`config.mk`:
```
export PLATFORM = sky130hd
export DESIGN_NAME = instr_fetch_flat
export DESIGN_NICKNAME = d
export VERILOG_FILES = /design/src/rtl/instr_fetch_if.sv /design/src/rtl/instr_fetch.sv /design/src/flat_wrapper.sv
export SDC_FILE = /design/constraint.sdc
export NUM_CORES = 1
export LEC_CHECK = 0
export ABC_AREA = 1
export BUFFER_PORTS_ARGS = -buffer_cell sky130_fd_sc_hd__buf_4
export CAP_MARGIN = 20
export CORE_MARGIN = 2
export CORE_UTILIZATION = 45
export CTS_CLUSTER_DIAMETER = 40
export CTS_CLUSTER_SIZE = 40
export DETAILED_ROUTE_END_ITERATION = 16
export PLACE_DENSITY_LB_ADDON = 0.08
export SLEW_MARGIN = 20
export SYNTH_ARGS = -nofsm -noshare
export SYNTH_HDL_FRONTEND = slang
export SYNTH_SLANG_ARGS = --single-unit
```
`constraint.sdc`:
```
create_clock -name clk -period 5.22 [get_ports clk]
set_input_delay 0.783 -clock clk [delete_from_list [all_inputs] [get_ports clk]]
set_output_delay 0.783 -clock clk [all_outputs]
set_load 0.01 [all_outputs]
```
`src/rtl/instr_fetch_if.sv`:
```
// Fetch-unit bus bundle: instruction-memory request/response channel plus the
// decode-side valid/ready instruction channel and the controller redirect inputs.
interface instr_fetch_if;
    // Instruction memory channel
    logic        imem_req;
    logic [31:0] imem_addr;
    logic        imem_gnt;
    logic        imem_rvalid;
    logic [31:0] imem_rdata;
    // Decode channel
    logic        instr_valid;
    logic        instr_ready;
    logic [31:0] instr;
    logic [5:0]  op;
    logic [31:0] pc_plus4;
    // Controller redirect
    logic        pc_src;
    logic [31:0] pc_branch;
    logic        jump;

    // Fetch unit side
    modport master (
        output imem_req, imem_addr, instr_valid, instr, op, pc_plus4,
        input  imem_gnt, imem_rvalid, imem_rdata, instr_ready, pc_src, pc_branch, jump
    );

    // Memory / decode / controller side
    modport slave (
        input  imem_req, imem_addr, instr_valid, instr, op, pc_plus4,
        output imem_gnt, imem_rvalid, imem_rdata, instr_ready, pc_src, pc_branch, jump
    );
endinterface

```
`src/rtl/instr_fetch.sv`:
```
// Instruction fetch front end: issues word fetches under a credit limit, buffers
// in-order responses, hands them to decode, and redirects on jump/branch by
// flushing the buffer and discarding every response still in flight.
module instr_fetch #(
    parameter int unsigned DEPTH    = 4,
    parameter logic [31:0] RESET_PC = 32'h0
) (
    input logic             clk,
    input logic             reset,
    instr_fetch_if.master   bus
);

    localparam int unsigned CW = $clog2(DEPTH + 1);
    localparam int unsigned PW = (DEPTH > 1) ? $clog2(DEPTH) : 1;
    localparam logic [CW:0] DepthW = (CW + 1)'(DEPTH);

    logic [31:0]   pc_q, pc_d;
    logic [31:0]   resp_pc_q, resp_pc_d;   // PC of the next non-dropped response
    logic [CW-1:0] out_q, out_d;
    logic [CW-1:0] drop_q, drop_d;
    logic [CW-1:0] cnt_q, cnt_d;
    logic [PW-1:0] rd_q, rd_d, wr_q, wr_d;

    logic [31:0] buf_instr [DEPTH];
    logic [31:0] buf_pc4   [DEPTH];

    logic        empty, pop, redirect, req, grant, push, rsp_ok;
    logic [31:0] instr_w, pc4_w, target;

    function automatic logic [PW-1:0] ptr_inc(input logic [PW-1:0] p);
        return (p == PW'(DEPTH - 1)) ? '0 : p + PW'(1);
    endfunction

    // Head of buffer drives decode; zeroed while empty so reset shows all-zero outputs
    always_comb begin
        empty    = (cnt_q == '0);
        instr_w  = empty ? 32'h0 : buf_instr[rd_q];
        pc4_w    = empty ? 32'h0 : buf_pc4[rd_q];
        pop      = !empty && bus.instr_ready;
        redirect = pop && (bus.jump || bus.pc_src);
        // Jump wins over branch; branch target is forced word aligned
        target   = bus.jump ? {pc4_w[31:28], instr_w[25:0], 2'b00}
                            : (bus.pc_branch & ~32'h3);
        req      = !reset && !redirect && (({1'b0, out_q} + {1'b0, cnt_q}) < DepthW);
        grant    = req && bus.imem_gnt;
        rsp_ok   = bus.imem_rvalid && (out_q != '0);
        push     = bus.imem_rvalid && (drop_q == '0) && !redirect;
    end

    assign bus.imem_req    = req;
    assign bus.imem_addr   = pc_q;
    assign bus.instr_valid = !empty;
    assign bus.instr       = instr_w;
    assign bus.op          = instr_w[31:26];
    assign bus.pc_plus4    = pc4_w;

    // Next-state for PC, credit counters and buffer pointers
    always_comb begin
        pc_d      = pc_q;
        resp_pc_d = resp_pc_q;
        out_d     = out_q;
        drop_d    = drop_q;
        cnt_d     = cnt_q;
        rd_d      = rd_q;
        wr_d      = wr_q;

        if (grant) begin
            pc_d  = pc_q + 32'd4;
            out_d = out_d + CW'(1);
        end
        if (rsp_ok) begin
            out_d = out_d - CW'(1);
        end
        if (bus.imem_rvalid && drop_q != '0) begin
            drop_d = drop_q - CW'(1);
        end
        if (push) begin
            wr_d      = ptr_inc(wr_q);
            resp_pc_d = resp_pc_q + 32'd4;
        end
        if (pop) begin
            rd_d = ptr_inc(rd_q);
        end
        case ({push, pop})
            2'b10:   cnt_d = cnt_q + CW'(1);
            2'b01:   cnt_d = cnt_q - CW'(1);
            default: cnt_d = cnt_q;
        endcase

        // Every request still in flight after this cycle belongs to the old stream
        if (redirect) begin
            pc_d      = target;
            resp_pc_d = target;
            drop_d    = out_d;
            cnt_d     = '0;
            rd_d      = '0;
            wr_d      = '0;
        end
    end

    // Control state with asynchronous reset
    always_ff @(posedge clk or posedge reset) begin
        if (reset) begin
            pc_q      <= RESET_PC;
            resp_pc_q <= RESET_PC;
            out_q     <= '0;
            drop_q    <= '0;
            cnt_q     <= '0;
            rd_q      <= '0;
            wr_q      <= '0;
        end else begin
            pc_q      <= pc_d;
            resp_pc_q <= resp_pc_d;
            out_q     <= out_d;
            drop_q    <= drop_d;
            cnt_q     <= cnt_d;
            rd_q      <= rd_d;
            wr_q      <= wr_d;
        end
    end

    // Buffer storage; contents are only visible through cnt_q, so no reset needed
    always_ff @(posedge clk) begin
        if (push) begin
            buf_instr[wr_q] <= bus.imem_rdata;
            buf_pc4[wr_q]   <= resp_pc_q + 32'd4;
        end
    end

    // A response with nothing outstanding is a memory protocol violation
    assert property (@(posedge clk) disable iff (reset) bus.imem_rvalid |-> (out_q != '0));

endmodule
```
`src/flat_wrapper.sv`:
```
// flat-port wrapper written by rule: the top's interface ports become plain ports
module instr_fetch_flat 
#(
    parameter int unsigned DEPTH    = 4,
    parameter logic [31:0] RESET_PC = 32'h0
)
  (clk, reset, bus_imem_req, bus_imem_addr, bus_instr_valid, bus_instr, bus_op, bus_pc_plus4, bus_imem_gnt, bus_imem_rvalid, bus_imem_rdata, bus_instr_ready, bus_pc_src, bus_pc_branch, bus_jump);
  instr_fetch_if bus_i ();
  input logic clk;
  input logic reset;
  output wire logic [$bits(bus_i.imem_req)-1:0] bus_imem_req;
  output wire logic [$bits(bus_i.imem_addr)-1:0] bus_imem_addr;
  output wire logic [$bits(bus_i.instr_valid)-1:0] bus_instr_valid;
  output wire logic [$bits(bus_i.instr)-1:0] bus_instr;
  output wire logic [$bits(bus_i.op)-1:0] bus_op;
  output wire logic [$bits(bus_i.pc_plus4)-1:0] bus_pc_plus4;
  input wire logic [$bits(bus_i.imem_gnt)-1:0] bus_imem_gnt;
  input wire logic [$bits(bus_i.imem_rvalid)-1:0] bus_imem_rvalid;
  input wire logic [$bits(bus_i.imem_rdata)-1:0] bus_imem_rdata;
  input wire logic [$bits(bus_i.instr_ready)-1:0] bus_instr_ready;
  input wire logic [$bits(bus_i.pc_src)-1:0] bus_pc_src;
  input wire logic [$bits(bus_i.pc_branch)-1:0] bus_pc_branch;
  input wire logic [$bits(bus_i.jump)-1:0] bus_jump;
  assign bus_imem_req = bus_i.imem_req;
  assign bus_imem_addr = bus_i.imem_addr;
  assign bus_instr_valid = bus_i.instr_valid;
  assign bus_instr = bus_i.instr;
  assign bus_op = bus_i.op;
  assign bus_pc_plus4 = bus_i.pc_plus4;
  assign bus_i.imem_gnt = bus_imem_gnt;
  assign bus_i.imem_rvalid = bus_imem_rvalid;
  assign bus_i.imem_rdata = bus_imem_rdata;
  assign bus_i.instr_ready = bus_instr_ready;
  assign bus_i.pc_src = bus_pc_src;
  assign bus_i.pc_branch = bus_pc_branch;
  assign bus_i.jump = bus_jump;
  instr_fetch #(.DEPTH(DEPTH), .RESET_PC(RESET_PC)) u_core (.clk(clk), .reset(reset), .bus(bus_i));
endmodule
```
# [Word-level counts from Yosys, hierarchy flattened]
# Memory sizes are Yosys's and may differ from the RTL's.
# Cells that the tools add are included.
[totals] elab_cells=67 mem_count=2 out_inout_bits=104 register_bits=77 ramBits=256 inputBits=71
[op_classes] reduce_logical=22 add_sub_neg=10 order_cmp=1 eq_ne=4 mux=21
[memory_table] memory="u_core.buf_instr" words=4 word_bits=32 rd=1 rd_clocked_by_memory_dff=0 write_ports=1 line_no="instr_fetch.sv:24" rtl="logic [31:0] buf_instr [DEPTH];"
[memory_table] memory="u_core.buf_pc4" words=4 word_bits=32 rd=1 rd_clocked_by_memory_dff=0 write_ports=1 line_no="instr_fetch.sv:25" rtl="logic [31:0] buf_pc4 [DEPTH];"
[ops] op="32-bit 2-to-1 mux" n=7
[ops] op="32-bit by 3-bit adder with 32-bit output, second input constant" n=2
[ops] op="3-bit 2-to-1 mux" n=5
[ops] op="2-bit 2-to-1 mux" n=6
[ops] op="1-bit logical AND" n=9
[ops] op="3-bit nonzero test" n=3
[ops] op="3-bit by 1-bit subtractor with 3-bit output, second input constant" n=3
[ops] op="2-bit nonzero test" n=4
[ops] op="3-bit by 1-bit adder with 3-bit output, second input constant" n=2
[ops] op="2-bit == test, second input constant" n=3
[ops] op="3-bit zero test" n=2
[ops] op="3-bit case mux with 2 select lines" n=1
[ops] op="2-bit by 1-bit adder with 2-bit output, second input constant" n=2
[ops] op="3-bit by 3-bit adder with 4-bit output" n=1
[ops] op="4-bit by 3-bit less-than comparator with 1-bit output, second input constant" n=1
[ops] op="1-bit zero test" n=3
[ops] op="2-bit by 1-bit == test with 1-bit output, second input constant" n=1
[ops] op="1-bit 2-to-1 mux" n=2
[ops] op="1-bit logical OR" n=1

# [Logic depth before layout (Yosys ltp)]
# Gate-level depths: netlist of the first run.
[logic_depth] word_depth=12 depth_mapped=18 ltp_nobuf=18

# [Worst setup path after synthesis of the first run]
# No wires, ideal clock.
[synth_path] path_kind="input to register" startpoint="input port bus_jump" endpoint="memory u_core.buf_instr[0][0], enable pin" setup_time_ns=0.482 required_time_ns=4.738 path_slack_ns=0.529 arrival_time_ns=4.208 n_path_buf=2 path_stages=7 cell_sequence="buf_2 nor2_4 inv_1 nand3_2 buf_2 nand3_1 nor2_1"
[synth_via] elab_chain_len=6
[synth_lines] item="start, declared" line_no="flat_wrapper.sv:23" rtl="input wire logic [$bits(bus_i.jump)-1:0] bus_jump;"
[synth_lines] item="1-bit logical OR" line_no="instr_fetch.sv:40" rtl="redirect = pop && (bus.jump || bus.pc_src);"
[synth_lines] item="1-bit logical AND" line_no="instr_fetch.sv:40"
[synth_lines] item="1-bit zero test" line_no="instr_fetch.sv:47" rtl="push = bus.imem_rvalid && (drop_q == '0) && !redirect;"
[synth_lines] item="1-bit logical AND" line_no="instr_fetch.sv:47"
[synth_lines] item="1-bit 2-to-1 mux" line_no="instr_fetch.sv:124" rtl="if (push) begin"
[synth_lines] item="1-bit 2-to-1 mux (not written as such)" line_no="instr_fetch.sv:125" rtl="buf_instr[wr_q] <= bus.imem_rdata;"
[synth_lines] item="end, declared" line_no="instr_fetch.sv:24"
# No other way between the ends.

# [Final worst setup path of the first run]
[layout_path] startpoint="register u_core.rd_q[0]" endpoint="output port bus_pc_plus4[29]"
[layout_via] elab_chain_len=2
[layout_lines] item="start, declared" line_no="instr_fetch.sv:22" rtl="logic [PW-1:0] rd_q, rd_d, wr_q, wr_d;"
[layout_lines] item="start signal, assigned" line_no="instr_fetch.sv:117" rtl="rd_q <= rd_d;"
[layout_lines] item="memory 4 x 32 bit"
[layout_lines] item="32-bit 2-to-1 mux" line_no="instr_fetch.sv:38" rtl="pc4_w = empty ? 32'h0 : buf_pc4[rd_q];"
[layout_lines] item="end, declared" line_no="flat_wrapper.sv:16" rtl="output wire logic [$bits(bus_i.pc_plus4)-1:0] bus_pc_plus4;"
# No other way between the ends.

==> impl_results.md, run 1 <==
* Status: finished clean
* First-pass iteration count of the detailed router at 7
* Crit path kind: flip-flop to output pin
* CTS Sinks at 321
* Top Family by Delay on Critical Path: buffers and inverters
* DR WL/cell at 18.2 µm
* Top cell type's share of synthesized area at 0.475
* CTS clk-pin slew, worst paths at 0.06 ns
* First-pass GRT wire length at about 65 mm
* Cell taking the most area after synthesis: edfxtp_1
* Post CTS Setup Buffer Count at 0
* Netlist cell types at 42
* Worst setup SP type: flip-flop
* Row cnt at 68
* Die W at 191 µm
* Worst Path Required at between 4 and 5 ns
* I/O Pins at 175
* Internal power at 6.50 mW
* Starting Density at 0.455
* Initial antenna violation count at 0
* Post-CTS Resized at 0
* Clock root buffer: clkbuf_16
* Worst slew pin tran at 1.00 ns
* Via count at 12178
* Post-synthesis cell area at 15700 µm²
* Most numerous cell in the Yosys netlist: nand2_1
* Critical path cell sequence: inv_4 > buf_4 > o21ai_0 > nand2_1 > nand2_1 > inv_1 > buf_4
* Synth warnings at 0
* Sequential share of the synthesized area at 0.591
* Fin crit share at 0.737
* Final setup viols at 0
* Clock Latency Late Sink at 0.54 ns
* Synth top area cells: edfxtp_1 47%, dfrtp_1 12%, nand2_1 11%
* Post-synth EDFFs at 248
* FMAX at approximately 0.26 GHz
* Seq pwr share at 0.347
* Switching Fraction at 0.399
* Cell Area, Placed at between 15000 and 20000 µm²
* Min Tclk post-route at 3.85 ns
* Ys async rst share at 0.227
* Max-Cap Viols at 0
* Number of CTS-inserted buffers at 44
* Mapped Cells at 1739
* Max Fanout on Critical Path at 82
* PD cells at 578 nW/µm²
* Diode count at 0
* Antenna-violating nets left at 0
* Layout net count at 1973
* Worst Skew at approximately 0.024 ns
* Grt ovf at 0
* Share of layout cells above drive strength 1 at 0.165
* Slew Limit Fails at 0
* P_leak at ~7.8 nW
* H-tree depth at 2
* Setup slack after layout at 1.37 ns
* Most used DFF post-synth: edfxtp_1
* Comb power frac at 0.386
* Crit path largest cell delay at 0.68 ns
* NetSw at 4.31 mW
* Worst Hold Class: input pin to flip-flop
* Avg Cell Area, Syn at ~9.0 µm²
* Syn-to-layout area delta at 19.2%
* Hold-fix buffers, CTS at 0
* #FFs+latches synth at 321
* Gpl congestion at slightly above 0.9
* Fin area at 18700 µm²
* Pre-CTS WS at approximately 1.4 ns
* DRC at 0
* Core ar. at about 34000 µm²
* RSZ-0062 raised after global routing: no
* Longest Clk Path Bufs at 3
* Setup tns final at 0 ns
* CP bufs+invs at 4
* Final hold vios at 0
* # port buffers at roughly 170
* Largest net degree at the start of global routing at slightly below 90
* Critical path arrival at 3.06 ns
* Via density per instance at 5.13
* Slew HR at 0.332
* Clock share of power at 0.268
* GRT Util Overall at 0.238
* Final WL at 43.1 mm
* CTS tree: built
* Die H at ~190 µm
* Post-detail-place hpwl at 28.7 mm
* Peak VDD IR at 0.385 mV
* Worst path slowest cell: dfrtp_4
* Worst Setup End Kind: output pin
* 1st-iter DRT viols at 804
* Post-synth top cells: 467 x nand2_1, 398 x nor2_1, 248 x edfxtp_1
* Die ar. at 36400 µm²
* Vias in the first global route at 11210
-- worst reg2reg max path, delay by kind of cell, from the launching register on --
family                 cells  cell delay, ns
DFF                        1            0.42
and+or+nand+nor            4            2.08
buffers and inverters      2            0.59
-- layout by cell type (no fill, tap or decap), types with 4 or more instances in the layout --
cell type,instances
nand2_1,467
nor2_1,394
edfxtp_1,248
buf_4,182
o21ai_0,127
a21oi_1,97
dfrtp_1,71
inv_1,61
clkbuf_16,44
nand3_1,33
nand3b_1,25
o21ai_1,21
nor2_4,16
ha_1,15
clkinv_2,10
xnor2_1,8
xor2_1,7
nand2_2,7
nand4_1,6
or2_2,6
inv_2,6
inv_6,6
nor2_2,5
xor2_2,5
clkinvlp_4,5
nor3_1,4
and2_1,4
conb_1,4
clkinv_4,4
-- power groups by stage --
stage	clock network [mW]	registers [mW]	logic [mW]
after floorplan	0	3.65	2.56
after global placement	0	3.78	4.14
after detailed placement	0	3.78	4.19
after CTS	2.94	3.74	4.21
after global routing	3.05	3.80	4.65
final	2.89	3.74	4.17
-- state kept, by name, indices dropped and copies added, names as in the netlist, 3 cells and up --
register	cells
u_core.cnt_q	3
u_core.buf_instr	128
u_core.resp_pc_q	30
u_core.out_q	3
u_core.drop_q	3
u_core.bus.imem_addr	30
u_core.buf_pc4	120
-- per-layer routing --
metal | global-route usage | up-vias | routed length [µm]
li1 | - | 6023 | -
met2 | 0.369 | 371 | 19800
met5 | 0 | - | 0
met4 | 0.0984 | 0 | 1690
met3 | 0.0348 | 85 | 2430
met1 | 0.337 | 5699 | 19200
-- logic make-up (layout without fill, tap and decap cells) --
| family | after synthesis | after routing | synth area share |
|---|---|---|---|
| AND/OR/NAND/NOR | 976 | 976 | 0.257 |
| flip-flops | 321 | 321 | 0.591 |
| AO/OA/AOI/OAI | 250 | 250 | 0.0804 |
| buffers and inverters | 155 | 332 | 0.0442 |
| XOR/XNOR | 20 | 20 | 0.0136 |
| adder cells (fa/ha/maj) | 16 | 16 | 0.0132 |
| other | 1 | 4 | 0.000239 |
-- path summary, 6_finish.rpt --
kind	start	to	slack (ns)	depth (start not counted)
max	u_core.rd_q[0]	bus_pc_plus4[29]	1.37	7
min	bus_imem_rdata[21]	u_core.buf_instr[2][21]	0.44	1
max reg2reg	u_core.cnt_q[0]	u_core.buf_pc4[1][20]	1.75	6
min reg2reg	u_core.drop_q[1]	u_core.drop_q[1]	0.52	2
max in group asynchronous	reset	u_core.resp_pc_q[24]	3.67	3
min in group asynchronous	reset	u_core.cnt_q[0]	0.49	2
-- cell type report --
class	count	area, µm²
well taps	455	569
clock buffers	48	1140
multi-input cells	1266	5770
fillers	3165	15800
repair buffers	182	1370
clock inverters	31	309
inverters	71	272
flip-flops and latches	321	9280
-- stage by stage --
step	utilization	instances	power, mW	hold slack, ns
final	0.543	2374	10.8	0.437
after global routing	0.543	2374	11.5	0.431
after CTS	0.543	2374	10.9	0.421
after detailed placement	0.501	2295	7.97	0.474
after global placement	0.501	2295	7.92	0.469
after floorplan	-	1742	6.21	0.449
Power figures use the tool's default switching activity.
==> inputs of run 2 (changes only) <==
==> constraint.sdc (replaced) <==
create_clock -name clk -period 3.1 [get_ports clk]
set_input_delay 0.465 -clock clk [delete_from_list [all_inputs] [get_ports clk]]
set_output_delay 0.465 -clock clk [all_outputs]
set_load 0.01 [all_outputs]
==> run 2 against run 1 <==
  * Flip-flop and latch count unchanged
  * Worst hold slack worse by 0.33 ns
  * Via count is 1.5% higher
  * Largest power group unchanged
  * Critical path type unchanged
  * Clock skew down 0.0061 ns
  * Sequential power rose by 68%
  * Sequential share of layout area shrank 1.1 points
  * First-iteration DRC count up 16%
  * Register-to-register slack worse by 1.0 ns
==> impl_results.md, run 2 (same netlist as run 1, synthesis figures left out) <==
* PD cells at 993 nW/µm²
* DRC at 0
* Clock share of power at 0.292
* 1st-iter DRT viols at 929
* CP bufs+invs at 3
* Switching Fraction at 0.391
* R2R Setup Slk at 0.71 ns
* Slew HR at 0.532
* Via count at 12365
* Status: finished clean
* Crit path largest cell delay at 0.61 ns
* Commonest non-fill, non-tap cell in the layout: nand2_1
* RSZ-0062 raised after global routing: no
* P_leak at roughly 8 nW
* Starting Density at 0.455
* Post CTS Setup Buffer Count at 0
* Vias in the first global route at about 12000
* Post-CTS Resized at 0
* Register with the most flip-flops: u_core.buf_instr
* Peak VDD IR at 0.725 mV
* Initial antenna violation count at 0
* Final hold vios at 0
* Cell Area, Placed at 17400 µm²
* Placed insts at 2305
* First-pass GRT wire length at 67.0 mm
* Worst slew pin tran at 0.701 ns
* Die H at 191 µm
* I/O Pins at 175
* Number of CTS-inserted buffers at 49
* Worst Hold Class: input pin to flip-flop
* Hold path start: bus_imem_rdata[29]
* Via density per instance at 5.16
* Min Tclk post-route at 2.93 ns
* Gpl congestion at 0.920
* Worst R2R End: u_core.drop_q[2]
* Fin crit share at 0.945
* Reg-to-Reg Start: u_core.cnt_q[2]
* Longest Clk Path Bufs at 3
* CTS Sinks at about 320
* Crit path kind: flip-flop to output pin
* Die ar. at 36400 µm²
* FMAX at 0.341 GHz
* Worst Setup End Kind: output pin
* Worst path slowest cell: dfrtp_4
* Clock root buffer: clkbuf_16
* Comb power frac at 0.377
* Crit path from: u_core.rd_q[0]
* Row cnt at 68
* Diode count at 0
* CTS tree: built
* Worst setup SP type: flip-flop
* H-tree depth at 2
* Syn-to-layout area delta at 21.8%
* Final setup viols at 0
* Max-Cap Viols at 0
* Core ar. at 34500 µm²
* Commonest cells after routing, fill and taps aside: 467 x nand2_1, 394 x nor2_1, 248 x edfxtp_1
* R2R cell count at 18
* Worst Path Required at 2.63 ns
* Fin area at 19100 µm²
* Clock Latency Late Sink at 0.56 ns
* Hold Crit Depth at 1
* Top Family by Delay on Critical Path: buffers and inverters
* Die W at 191 µm
* DR WL/cell at 18.3 µm
* Hold EP: u_core.buf_instr[2][29]
* GRT Util Overall at 0.243
* Largest net degree at the start of global routing at 107
* Final WL at 43.9 mm
* Share of layout cells above drive strength 1 at 0.173
* Slew Limit Fails at 0
* Post-detail-place hpwl at 29.2 mm
* Biggest regs: u_core.buf_instr (128), u_core.buf_pc4 (120)
* Antenna-violating nets left at 0
* First-pass iteration count of the detailed router at 5
* Max Fanout on Critical Path at 86
* Max reg flops at 128
* Grt ovf at 0
* Critical path arrival at 2.47 ns
* NetSw at 7.43 mW
* CTS clk-pin slew, worst paths at 0.06 ns
* Internal power at 11.6 mW
* # port buffers at 168
* Layout net count at roughly 2000
* Worst Skew at about 0.018 ns
* Critical path cell sequence: inv_4 > buf_12 > o21ai_0 > a21oi_1 > buf_4
* Final non-filler cell total at 2396
* Seq pwr share at 0.330
* Hold-fix buffers, CTS at 1
## run 2: cell count changes in the layout (fill, tap and decap cells not counted), moves of 3 or more
cell,previous run,this run
buf_12,0,7
bufinv_16,3,6
clkinv_1,2,6
buf_4,182,185
clkbuf_16,44,49
## run 2: routing by layer
layer,track usage,wire length [µm],vias to the layer above
li1,-,-,6060
met1,0.334,19700,5888
met2,0.397,20700,341
met3,0.0364,2240,76
met4,0.0775,1230,0
met5,0,0,-
## run 2: final cells by class
type	instances	area, µm²
fill	3217	15300
sequential	321	9280
multi-input combinational	1266	5770
timing repair buffer	193	1540
clock buffer	51	1240
tap	455	569
clock inverter	39	444
inverter	71	272
## run 2: how the worst max path moves through the flow
stage,endpoint,depth (start not counted)
global route,bus_instr[0],6
floorplan,u_core.buf_instr[3][0],7
finish,bus_instr[1],5
CTS,bus_instr[9],6
global placement,bus_instr[10],6
detailed placement,bus_instr[9],6
## run 2: power groups by stage
stage               clock [mW]  combinational (mW)  sequential [mW]
floorplan                    0                4.32             6.13
global route              5.82                7.97             6.36
finish                    5.55                7.16             6.27
global placement             0                7.12             6.32
CTS                       5.63                7.24             6.26
detailed placement           0                7.21             6.33
## run 2: worst register-to-register path: cells and delay by family (launching register included)
kind	cells	cell delay, ns
adder cells (fa/ha/maj)	2	0.45
AND/OR/NAND/NOR	14	1.18
buffers and inverters	2	0.25
flip-flops	1	0.40
## run 2: metrics by stage
stage	setup slack [ns]	utilization	TNS, ns	hold slack [ns]	power [mW]
final	0.169	0.555	0	0.105	19.0
after global routing	0.00591	0.555	0	0.0940	20.1
after CTS	0.107	0.555	0	0.0881	19.1
after detailed placement	0.697	0.506	0	0.477	13.5
after global placement	0.694	0.506	0	0.466	13.4
after floorplan	-0.299	-	-74.07	0.449	10.5
